$ cat config.mk
export PLATFORM = sky130hd
export DESIGN_NAME = instr_decode_flat
export DESIGN_NICKNAME = d
export VERILOG_FILES = /design/src/rtl/instr_decode_pkg.sv /design/src/rtl/instr_decode_if.sv /design/src/rtl/instr_decode_skid_buffer.sv /design/src/rtl/instr_decode.sv /design/src/flat_wrapper.sv
export SDC_FILE = /design/constraint.sdc
export NUM_CORES = 1
export LEC_CHECK = 0
export BUFFER_PORTS_ARGS = -buffer_cell sky130_fd_sc_hd__buf_2
export CAP_MARGIN = 20
export CORE_ASPECT_RATIO = 0.9
export CORE_MARGIN = 2
export CORE_UTILIZATION = 55
export CTS_BUF_LIST = sky130_fd_sc_hd__clkbuf_8
export CTS_CLUSTER_SIZE = 20
export DETAILED_ROUTE_END_ITERATION = 16
export PLACE_DENSITY = 0.79
export REMOVE_ABC_BUFFERS = 1
export SETUP_SLACK_MARGIN = 0.02
export SYNTH_ARGS = -nofsm -noshare
export SYNTH_HDL_FRONTEND = slang
export SYNTH_SLANG_ARGS = --single-unit
$ cat constraint.sdc
create_clock -name clk -period 7.7 [get_ports clk]
set_input_delay 1.54 -clock clk [delete_from_list [all_inputs] [get_ports clk]]
set_output_delay 1.54 -clock clk [all_outputs]
set_load 0.05 [all_outputs]
$ cat src/rtl/instr_decode_pkg.sv
// Shared types for the mill RV32I decode stage: micro-op and fetched-instruction
// structs, functional-unit enum, RV32I opcodes and immediate extraction helpers.
package instr_decode_pkg;

    typedef enum logic [3:0] {
        FU_ALU    = 4'd0,
        FU_BRANCH = 4'd1,
        FU_JAL    = 4'd2,
        FU_JALR   = 4'd3,
        FU_LOAD   = 4'd4,
        FU_STORE  = 4'd5,
        FU_SYSTEM = 4'd6,
        FU_MUL    = 4'd7,
        FU_DIV    = 4'd8
    } fu_t;

    typedef struct packed {
        logic [31:0] pc;
        fu_t         fu;
        logic [3:0]  op;
        logic [4:0]  rs1;
        logic [4:0]  rs2;
        logic [4:0]  rd;
        logic [31:0] imm;
        logic        use_rs1;
        logic        use_rs2;
        logic        wb;
        logic        illegal;
    } uop_t;

    typedef struct packed {
        logic [31:0] pc;
        logic [31:0] raw;
    } instr_t;

    localparam logic [6:0] OP_LUI    = 7'b0110111;
    localparam logic [6:0] OP_AUIPC  = 7'b0010111;
    localparam logic [6:0] OP_JAL    = 7'b1101111;
    localparam logic [6:0] OP_JALR   = 7'b1100111;
    localparam logic [6:0] OP_BRANCH = 7'b1100011;
    localparam logic [6:0] OP_LOAD   = 7'b0000011;
    localparam logic [6:0] OP_STORE  = 7'b0100011;
    localparam logic [6:0] OP_IMM    = 7'b0010011;
    localparam logic [6:0] OP_REG    = 7'b0110011;
    localparam logic [6:0] OP_FENCE  = 7'b0001111;
    localparam logic [6:0] OP_SYSTEM = 7'b1110011;

    // All immediates are sign-extended from raw[31]; B and J keep bit 0 clear.
    function automatic logic [31:0] imm_i(input logic [31:0] raw);
        return {{20{raw[31]}}, raw[31:20]};
    endfunction

    function automatic logic [31:0] imm_s(input logic [31:0] raw);
        return {{20{raw[31]}}, raw[31:25], raw[11:7]};
    endfunction

    function automatic logic [31:0] imm_b(input logic [31:0] raw);
        return {{19{raw[31]}}, raw[31], raw[7], raw[30:25], raw[11:8], 1'b0};
    endfunction

    function automatic logic [31:0] imm_u(input logic [31:0] raw);
        return {raw[31:12], 12'b0};
    endfunction

    function automatic logic [31:0] imm_j(input logic [31:0] raw);
        return {{11{raw[31]}}, raw[31], raw[19:12], raw[20], raw[30:21], 1'b0};
    endfunction

endpackage

$ cat src/rtl/instr_decode_if.sv
// Decoupled valid/ready channels of the decode stage: fetched instructions in,
// decoded micro-ops out. master drives valid/data, slave drives ready.
interface instr_if;
    import instr_decode_pkg::*;

    logic   valid;
    logic   ready;
    instr_t data;

    modport master (output valid, output data, input ready);
    modport slave  (input valid, input data, output ready);
endinterface

interface uop_if;
    import instr_decode_pkg::*;

    logic valid;
    logic ready;
    uop_t data;

    modport master (output valid, output data, input ready);
    modport slave  (input valid, input data, output ready);
endinterface

$ cat src/rtl/instr_decode_skid_buffer.sv
// Generic two-entry decoupled buffer (main M + skid S) with a registered
// upstream ready and a single-cycle flush that empties both entries.
module skid_buffer #(
    parameter type Data = logic [0:0]
) (
    input  logic clk,
    input  logic rst,
    input  logic flush,
    input  logic in_valid,
    output logic in_ready,
    input  Data  in_data,
    output logic out_valid,
    input  logic out_ready,
    output Data  out_data
);

    typedef enum logic [1:0] {EMPTY, ONE, FULL} state_t;

    state_t state, state_nx;
    Data    m_data, m_nx;
    Data    s_data, s_nx;
    logic   ready_q;
    logic   in_fire, out_fire;

    // ready_q mirrors !S.valid for the next cycle; flush opens the input so fetch drains.
    assign in_ready  = ready_q || flush;
    assign out_valid = (state != EMPTY);
    assign out_data  = m_data;
    assign in_fire   = in_valid && in_ready;
    assign out_fire  = out_valid && out_ready;

    always_comb begin
        // NOTE: every output of this block is defaulted first so no path leaves a latch.
        state_nx = state;
        m_nx     = m_data;
        s_nx     = s_data;
        unique case (state)
            EMPTY: begin
                if (in_fire) begin
                    state_nx = ONE;
                    m_nx     = in_data;
                end
            end
            ONE: begin
                if (in_fire && out_fire) begin
                    m_nx = in_data;
                end else if (in_fire) begin
                    state_nx = FULL;
                    s_nx     = in_data;
                end else if (out_fire) begin
                    state_nx = EMPTY;
                end
            end
            FULL: begin
                if (out_fire) begin
                    state_nx = ONE;
                    m_nx     = s_data;
                end
            end
            default: state_nx = EMPTY;
        endcase
        // A delivery in the flush cycle has already happened; everything else is dropped.
        if (flush) state_nx = EMPTY;
    end

    always_ff @(posedge clk or posedge rst) begin
        // NOTE: payload registers are reset too, so decoded.data reads zero out of reset.
        if (rst) begin
            state   <= EMPTY;
            m_data  <= '0;
            s_data  <= '0;
            ready_q <= 1'b1;
        end else begin
            // NOTE: state is updated with non-blocking assignments so all registers see pre-edge values.
            state   <= state_nx;
            m_data  <= m_nx;
            s_data  <= s_nx;
            ready_q <= (state_nx != FULL);
        end
    end

endmodule

$ cat src/rtl/instr_decode.sv
// RV32I decode stage: combinational decode in front of a skid buffer holding uops.
// Define MILL_DECODE_RV32M_EN to decode the RV32M multiply/divide encodings.
module instr_decode
    import instr_decode_pkg::*;
#(
    parameter int ILLEGAL_PASSTHRU = 1
) (
    input  logic     clk,
    input  logic     rst,
    instr_if.slave   fetched,
    uop_if.master    decoded,
    input  logic     flush
);

    function automatic uop_t decode(input instr_t in);
        uop_t        u;
        logic [31:0] raw;
        logic [2:0]  f3;
        logic [6:0]  f7;
        logic        bad;

        raw = in.raw;
        f3  = raw[14:12];
        f7  = raw[31:25];

        u     = '0;
        u.pc  = in.pc;
        u.fu  = FU_ALU;
        u.op  = {1'b0, f3};
        u.rs1 = raw[19:15];
        u.rs2 = raw[24:20];
        u.rd  = raw[11:7];
        bad   = (raw[1:0] != 2'b11);

        case (raw[6:0])
            OP_LUI: begin
                u.op  = 4'h0;
                u.rs1 = 5'd0;
                u.imm = imm_u(raw);
                u.wb  = 1'b1;
            end
            OP_AUIPC: begin
                u.op  = 4'hF;
                u.imm = imm_u(raw);
                u.wb  = 1'b1;
            end
            OP_JAL: begin
                u.fu  = FU_JAL;
                u.op  = 4'h0;
                u.imm = imm_j(raw);
                u.wb  = 1'b1;
            end
            OP_JALR: begin
                u.fu      = FU_JALR;
                u.imm     = imm_i(raw);
                u.use_rs1 = 1'b1;
                u.wb      = 1'b1;
                bad       = bad || (f3 != 3'd0);
            end
            OP_BRANCH: begin
                u.fu      = FU_BRANCH;
                u.imm     = imm_b(raw);
                u.use_rs1 = 1'b1;
                u.use_rs2 = 1'b1;
                bad       = bad || (f3 == 3'd2) || (f3 == 3'd3);
            end
            OP_LOAD: begin
                u.fu      = FU_LOAD;
                u.imm     = imm_i(raw);
                u.use_rs1 = 1'b1;
                u.wb      = 1'b1;
                bad       = bad || (f3 == 3'd3) || (f3 >= 3'd6);
            end
            OP_STORE: begin
                u.fu      = FU_STORE;
                u.imm     = imm_s(raw);
                u.use_rs1 = 1'b1;
                u.use_rs2 = 1'b1;
                bad       = bad || (f3 > 3'd2);
            end
            OP_IMM: begin
                u.imm     = imm_i(raw);
                u.use_rs1 = 1'b1;
                u.wb      = 1'b1;
                // Shift immediates carry funct7 in imm[11:5]; only SRAI may set bit 30.
                if (f3 == 3'd1) begin
                    bad = bad || (f7 != 7'h00);
                end else if (f3 == 3'd5) begin
                    bad  = bad || ((f7 != 7'h00) && (f7 != 7'h20));
                    u.op = {f7[5], f3};
                end
            end
            OP_REG: begin
                u.use_rs1 = 1'b1;
                u.use_rs2 = 1'b1;
                u.wb      = 1'b1;
                case (f7)
                    7'h00: ;
                    7'h20: begin
                        u.op = {1'b1, f3};
                        bad  = bad || ((f3 != 3'd0) && (f3 != 3'd5));
                    end
`ifdef MILL_DECODE_RV32M_EN
                    7'h01: u.fu = f3[2] ? FU_DIV : FU_MUL;
`else
                    7'h01: bad = 1'b1;
`endif
                    default: bad = 1'b1;
                endcase
            end
            OP_FENCE: begin
                u.op = 4'h0;
                bad  = bad || (f3 != 3'd0);
            end
            OP_SYSTEM: begin
                // CSR forms with f3[2]=0 read rs1; all CSR forms write rd, ECALL/EBREAK do not.
                u.fu      = FU_SYSTEM;
                u.imm     = imm_i(raw);
                u.use_rs1 = (f3[1:0] != 2'b00) && !f3[2];
                u.wb      = (f3 != 3'd0);
                bad       = bad || (f3 == 3'd4);
            end
            default: bad = 1'b1;
        endcase

        if (bad) begin
            u         = '0;
            u.pc      = in.pc;
            u.illegal = 1'b1;
        end else begin
            u.wb = u.wb && (u.rd != 5'd0);
        end
        return u;
    endfunction

    uop_t dec_uop;
    logic sb_in_valid;

    assign dec_uop     = decode(fetched.data);
    // With passthrough disabled an illegal word is still consumed from fetch, just never stored.
    assign sb_in_valid = fetched.valid && (!dec_uop.illegal || (ILLEGAL_PASSTHRU != 0));

    skid_buffer #(.Data(uop_t)) u_skid (
        .clk       (clk),
        .rst       (rst),
        .flush     (flush),
        .in_valid  (sb_in_valid),
        .in_ready  (fetched.ready),
        .in_data   (dec_uop),
        .out_valid (decoded.valid),
        .out_ready (decoded.ready),
        .out_data  (decoded.data)
    );

endmodule

$ cat src/flat_wrapper.sv
// flat-port wrapper written by rule: the top's interface ports become plain ports
module instr_decode_flat import instr_decode_pkg::*;
#(
    parameter int ILLEGAL_PASSTHRU = 1
)
  (clk, rst, flush, fetched_valid, fetched_data, fetched_ready, decoded_valid, decoded_data, decoded_ready);
  instr_if fetched_i ();
  uop_if decoded_i ();
  input  logic clk;
  input  logic rst;
  input  logic flush;
  input wire logic [$bits(fetched_i.valid)-1:0] fetched_valid;
  input wire logic [$bits(fetched_i.data)-1:0] fetched_data;
  output wire logic [$bits(fetched_i.ready)-1:0] fetched_ready;
  output wire logic [$bits(decoded_i.valid)-1:0] decoded_valid;
  output wire logic [$bits(decoded_i.data)-1:0] decoded_data;
  input wire logic [$bits(decoded_i.ready)-1:0] decoded_ready;
  assign fetched_i.valid = fetched_valid;
  assign fetched_i.data = fetched_data;
  assign fetched_ready = fetched_i.ready;
  assign decoded_valid = decoded_i.valid;
  assign decoded_data = decoded_i.data;
  assign decoded_i.ready = decoded_ready;
  instr_decode #(.ILLEGAL_PASSTHRU(ILLEGAL_PASSTHRU)) u_core (.clk(clk), .rst(rst), .fetched(fetched_i), .decoded(decoded_i), .flush(flush));
endmodule
==> impl_metrics.tcl <==
set metrics [dict create \
    leakagePower_nw 4.63 \
    use_met1 0.384 \
    insertion_delay_ns 0.47 \
    r2r-end "u_core.u_skid.out_data[38]" \
    clk_pin_slew_ns 0.08 \
    drv_cap 0 \
    routed_wl_mm 20.8 \
    clockRootBuffer "clkbuf_8" \
    vias 7087 \
    die_h_um 122 \
    yosysWarnings 0 \
    synth_compound_area_frac 0.189 \
    cts_tree "yes" \
    synth_area_leaders "dfrtp_1 54%, nand2_1 7.2%, a21oi_1 5.1%, mux2_2 4.3%, nor2_1 2.7%" \
    cts_buffers 17 \
    area_growth_syn_to_layout_pct 14.9 \
    worstMarginPinSlew_ns 0.953 \
    cp-start-kind "primary input" \
    cts_hold_buf 0 \
    synth_top_family_by_area "compound AO/OA/AOI/OAI gates" \
    clock_sinks 183 \
    drt_iter0_drc 635 \
    drive_gt1_frac 0.246 \
    grt_setup_unrepaired "false" \
    drv_slew 0 \
    r2r_cells 7 \
    peakVddDrop_mv 0.141 \
    antenna_found_initial 0 \
    cp_max_fo 4 \
    fill_cells 1296 \
    slew_headroom 0.363 \
    overflow 0 \
    critPathKind "in2out" \
    wl_per_cell_um 17.1 \
    synth-adder-area-share 0 \
    hold_start "u_core.u_skid.s_data[32]" \
    yosys.area_share.simple 0.182 \
    ios 162 \
    yosys-top-cells-count "182 x dfrtp_1, 162 x nand2_1, 87 x a21oi_1, 61 x nor2_1, 43 x clkbuf_1" \
    hold_viol_final 0 \
    nets 1071 \
    grt_pass1_wl_mm 34.0 \
    worstPathArrival_ns 2.12 \
    synth_top_cell_by_area "dfrtp_1" \
    grt_util_met2 0.392 \
    synth_ff_type "dfrtp_1" \
    fin_crit_ns 3.66 \
    place_hpwl_mm 13.0 \
    grt_max_degree 111 \
    viasPerCell 5.82 \
    async_flop_share 1.00 \
    hold_end "u_core.u_skid.s_data[32]" \
    power.total_mw 2.29 \
    drtAntennaViolNets 0 \
    htree_levels 4 \
    std_cell_rows 43 \
    synth_area_sq_um 8470 \
    gp_congestion 0.927 \
    clock_path_buffers 2 \
    tns_ns 0 \
    cts_setup_buffers 0 \
    synthMuxAreaShare 0.0437 \
    grt.total_usage 0.262 \
    cp-end-kind "primary output" \
    min_path_type "reg2reg" \
    rrSetupSlack_ns 4.81 \
    die_area_sq_um 16400 \
    synth_xor_area_frac 0.00103 \
    synth_cell_types 65 \
    yosysMostFrequentCell "dfrtp_1" \
    setup_viol 0 \
    start_util 0.556 \
    seqCellArea_sq_um 4580 \
    grt_util_met3 0.0508 \
    multiInputGateArea_sq_um 3560 \
    syn_inst 889 \
    synth_area_per_cell_sq_um 9.52 \
    drtPass1Iterations 5 \
    core-area_sq_um 15200 \
    fmax_mhz 273 \
    cts_resized 0 \
    worst_clock_skew_ns 0.0106 \
    post-route-period-util 0.476 \
    drc_errors 0 \
    portBuffers 160 \
    first_global_vias 6591 \
    synth.yosys.seq_area_share 0.541 \
    ys_seq_elements 183 \
    synth_top_area_frac 0.538 \
    n_antenna_cell 0 \
    grt-busiest-layer "met2" \
    p_per_area_nw_per_um2 236 \
    synth_edf_count 0 \
    die_w_um 135 \
    r2r-start "u_core.u_skid.ready_q" \
    outcome "finished, final reports clean" \
    holdPathStages 2 \
    required_ns 6.16 \
]
[cell usage in the layout (no fill, tap or decap), types with 3 or more instances in the layout]
| cell | netlist | final |
|---|---|---|
| a21o_1 | 8 | 8 |
| a21oi_1 | 87 | 86 |
| a22o_1 | 22 | 22 |
| a22oi_1 | 5 | 5 |
| a31oi_1 | 34 | 34 |
| and3_1 | 26 | 26 |
| buf_2 | 16 | 160 |
| buf_4 | 1 | 7 |
| clkbuf_8 | 0 | 19 |
| clkinv_4 | 0 | 4 |
| dfrtp_1 | 182 | 182 |
| inv_1 | 6 | 6 |
| inv_6 | 0 | 3 |
| mux2_2 | 32 | 32 |
| nand2_1 | 162 | 161 |
| nand2b_1 | 3 | 3 |
| nand3_1 | 15 | 15 |
| nor2_1 | 61 | 61 |
| nor2b_1 | 9 | 8 |
| nor3b_1 | 3 | 3 |
| o211ai_1 | 4 | 4 |
| o21ai_0 | 33 | 33 |
| o21ai_1 | 36 | 36 |
| o31ai_1 | 13 | 13 |
| or2_2 | 3 | 3 |
| or3_1 | 22 | 22 |
[per-layer routing]
layer  routed length [um]  up-vias  part of all wire
met5                    0        -                 0
met2                 9380      265              0.45
met4                  395        0             0.019
met3                 1340       38             0.064
met1                 9670     3438              0.47
li1                     -     3346                 -
[power breakdown]
| part | internal, mW | switching (mW) | total [mW] |
|---|---|---|---|
| Sequential | 1.07 | 0.0555 | 1.12 |
| Combinational | 0.143 | 0.360 | 0.503 |
| Clock | 0.309 | 0.355 | 0.664 |
| Total | 1.52 | 0.771 | 2.29 |
[flip-flops by register name (all words and copies together) (netlist names)]
| name | count |
|---|---|
| u_core.u_skid.out_data | 90 |
| u_core.u_skid.state | 2 |
| u_core.u_skid.ready_q | 1 |
| u_core.u_skid.s_data | 90 |
[logic make-up after synthesis]
group           count (synthesis)
mux                            33
other cells                     1
xor+xnor                        1
flops                         183
simple gates                  327
compound gates                263
buf+inv                        81
[worst max path at each step]
| stage | slack (ns) | from | end | cells past startpoint |
|---|---|---|---|---|
| 3_3_place_gp | 3.78 | flush | u_core.u_skid.out_data[37] | 8 |
| 3_5_place_dp | 3.67 | fetched_data[5] | u_core.u_skid.s_data[42] | 7 |
| 5_1_grt | 3.96 | flush | u_core.u_skid.out_data[38] | 8 |
| 2_1_floorplan | 0.87 | u_core.u_skid.state[1] | u_core.u_skid.out_data[24] | 4 |
| 4_1_cts | 4.03 | flush | fetched_ready | 3 |
| 6_report | 4.04 | flush | fetched_ready | 3 |
[through the flow]
stage | instance area [sq um] | worst slack (ns) | hold WS [ns] | utilization | std cells
after detailed placement | 9270 | 3.67 | 0.465 | 0.609 | 1183
after CTS | 9680 | 4.03 | 0.486 | 0.636 | 1215
final | 9730 | 4.04 | 0.485 | 0.639 | 1217
after floorplan | 8130 | 0.866 | 0.442 | - | 814
after global placement | 9270 | 3.78 | 0.457 | 0.609 | 1183
after global routing | 9730 | 3.96 | 0.516 | 0.639 | 1217
[area by class of cell]
type,count,area share
Inverter,6,0.00309
Tap cell,202,0.0260
Timing Repair Buffer,169,0.0926
Multi-Input combinational cell,625,0.366
Clock buffer,19,0.0269
Sequential cell,183,0.471
Clock inverter,13,0.0149
[worst max-delay path, stage by stage]
cell	delay, ns
buf_2	0.11
or2_2	0.26
buf_2	0.21
(Power assumes the default switching activity.)
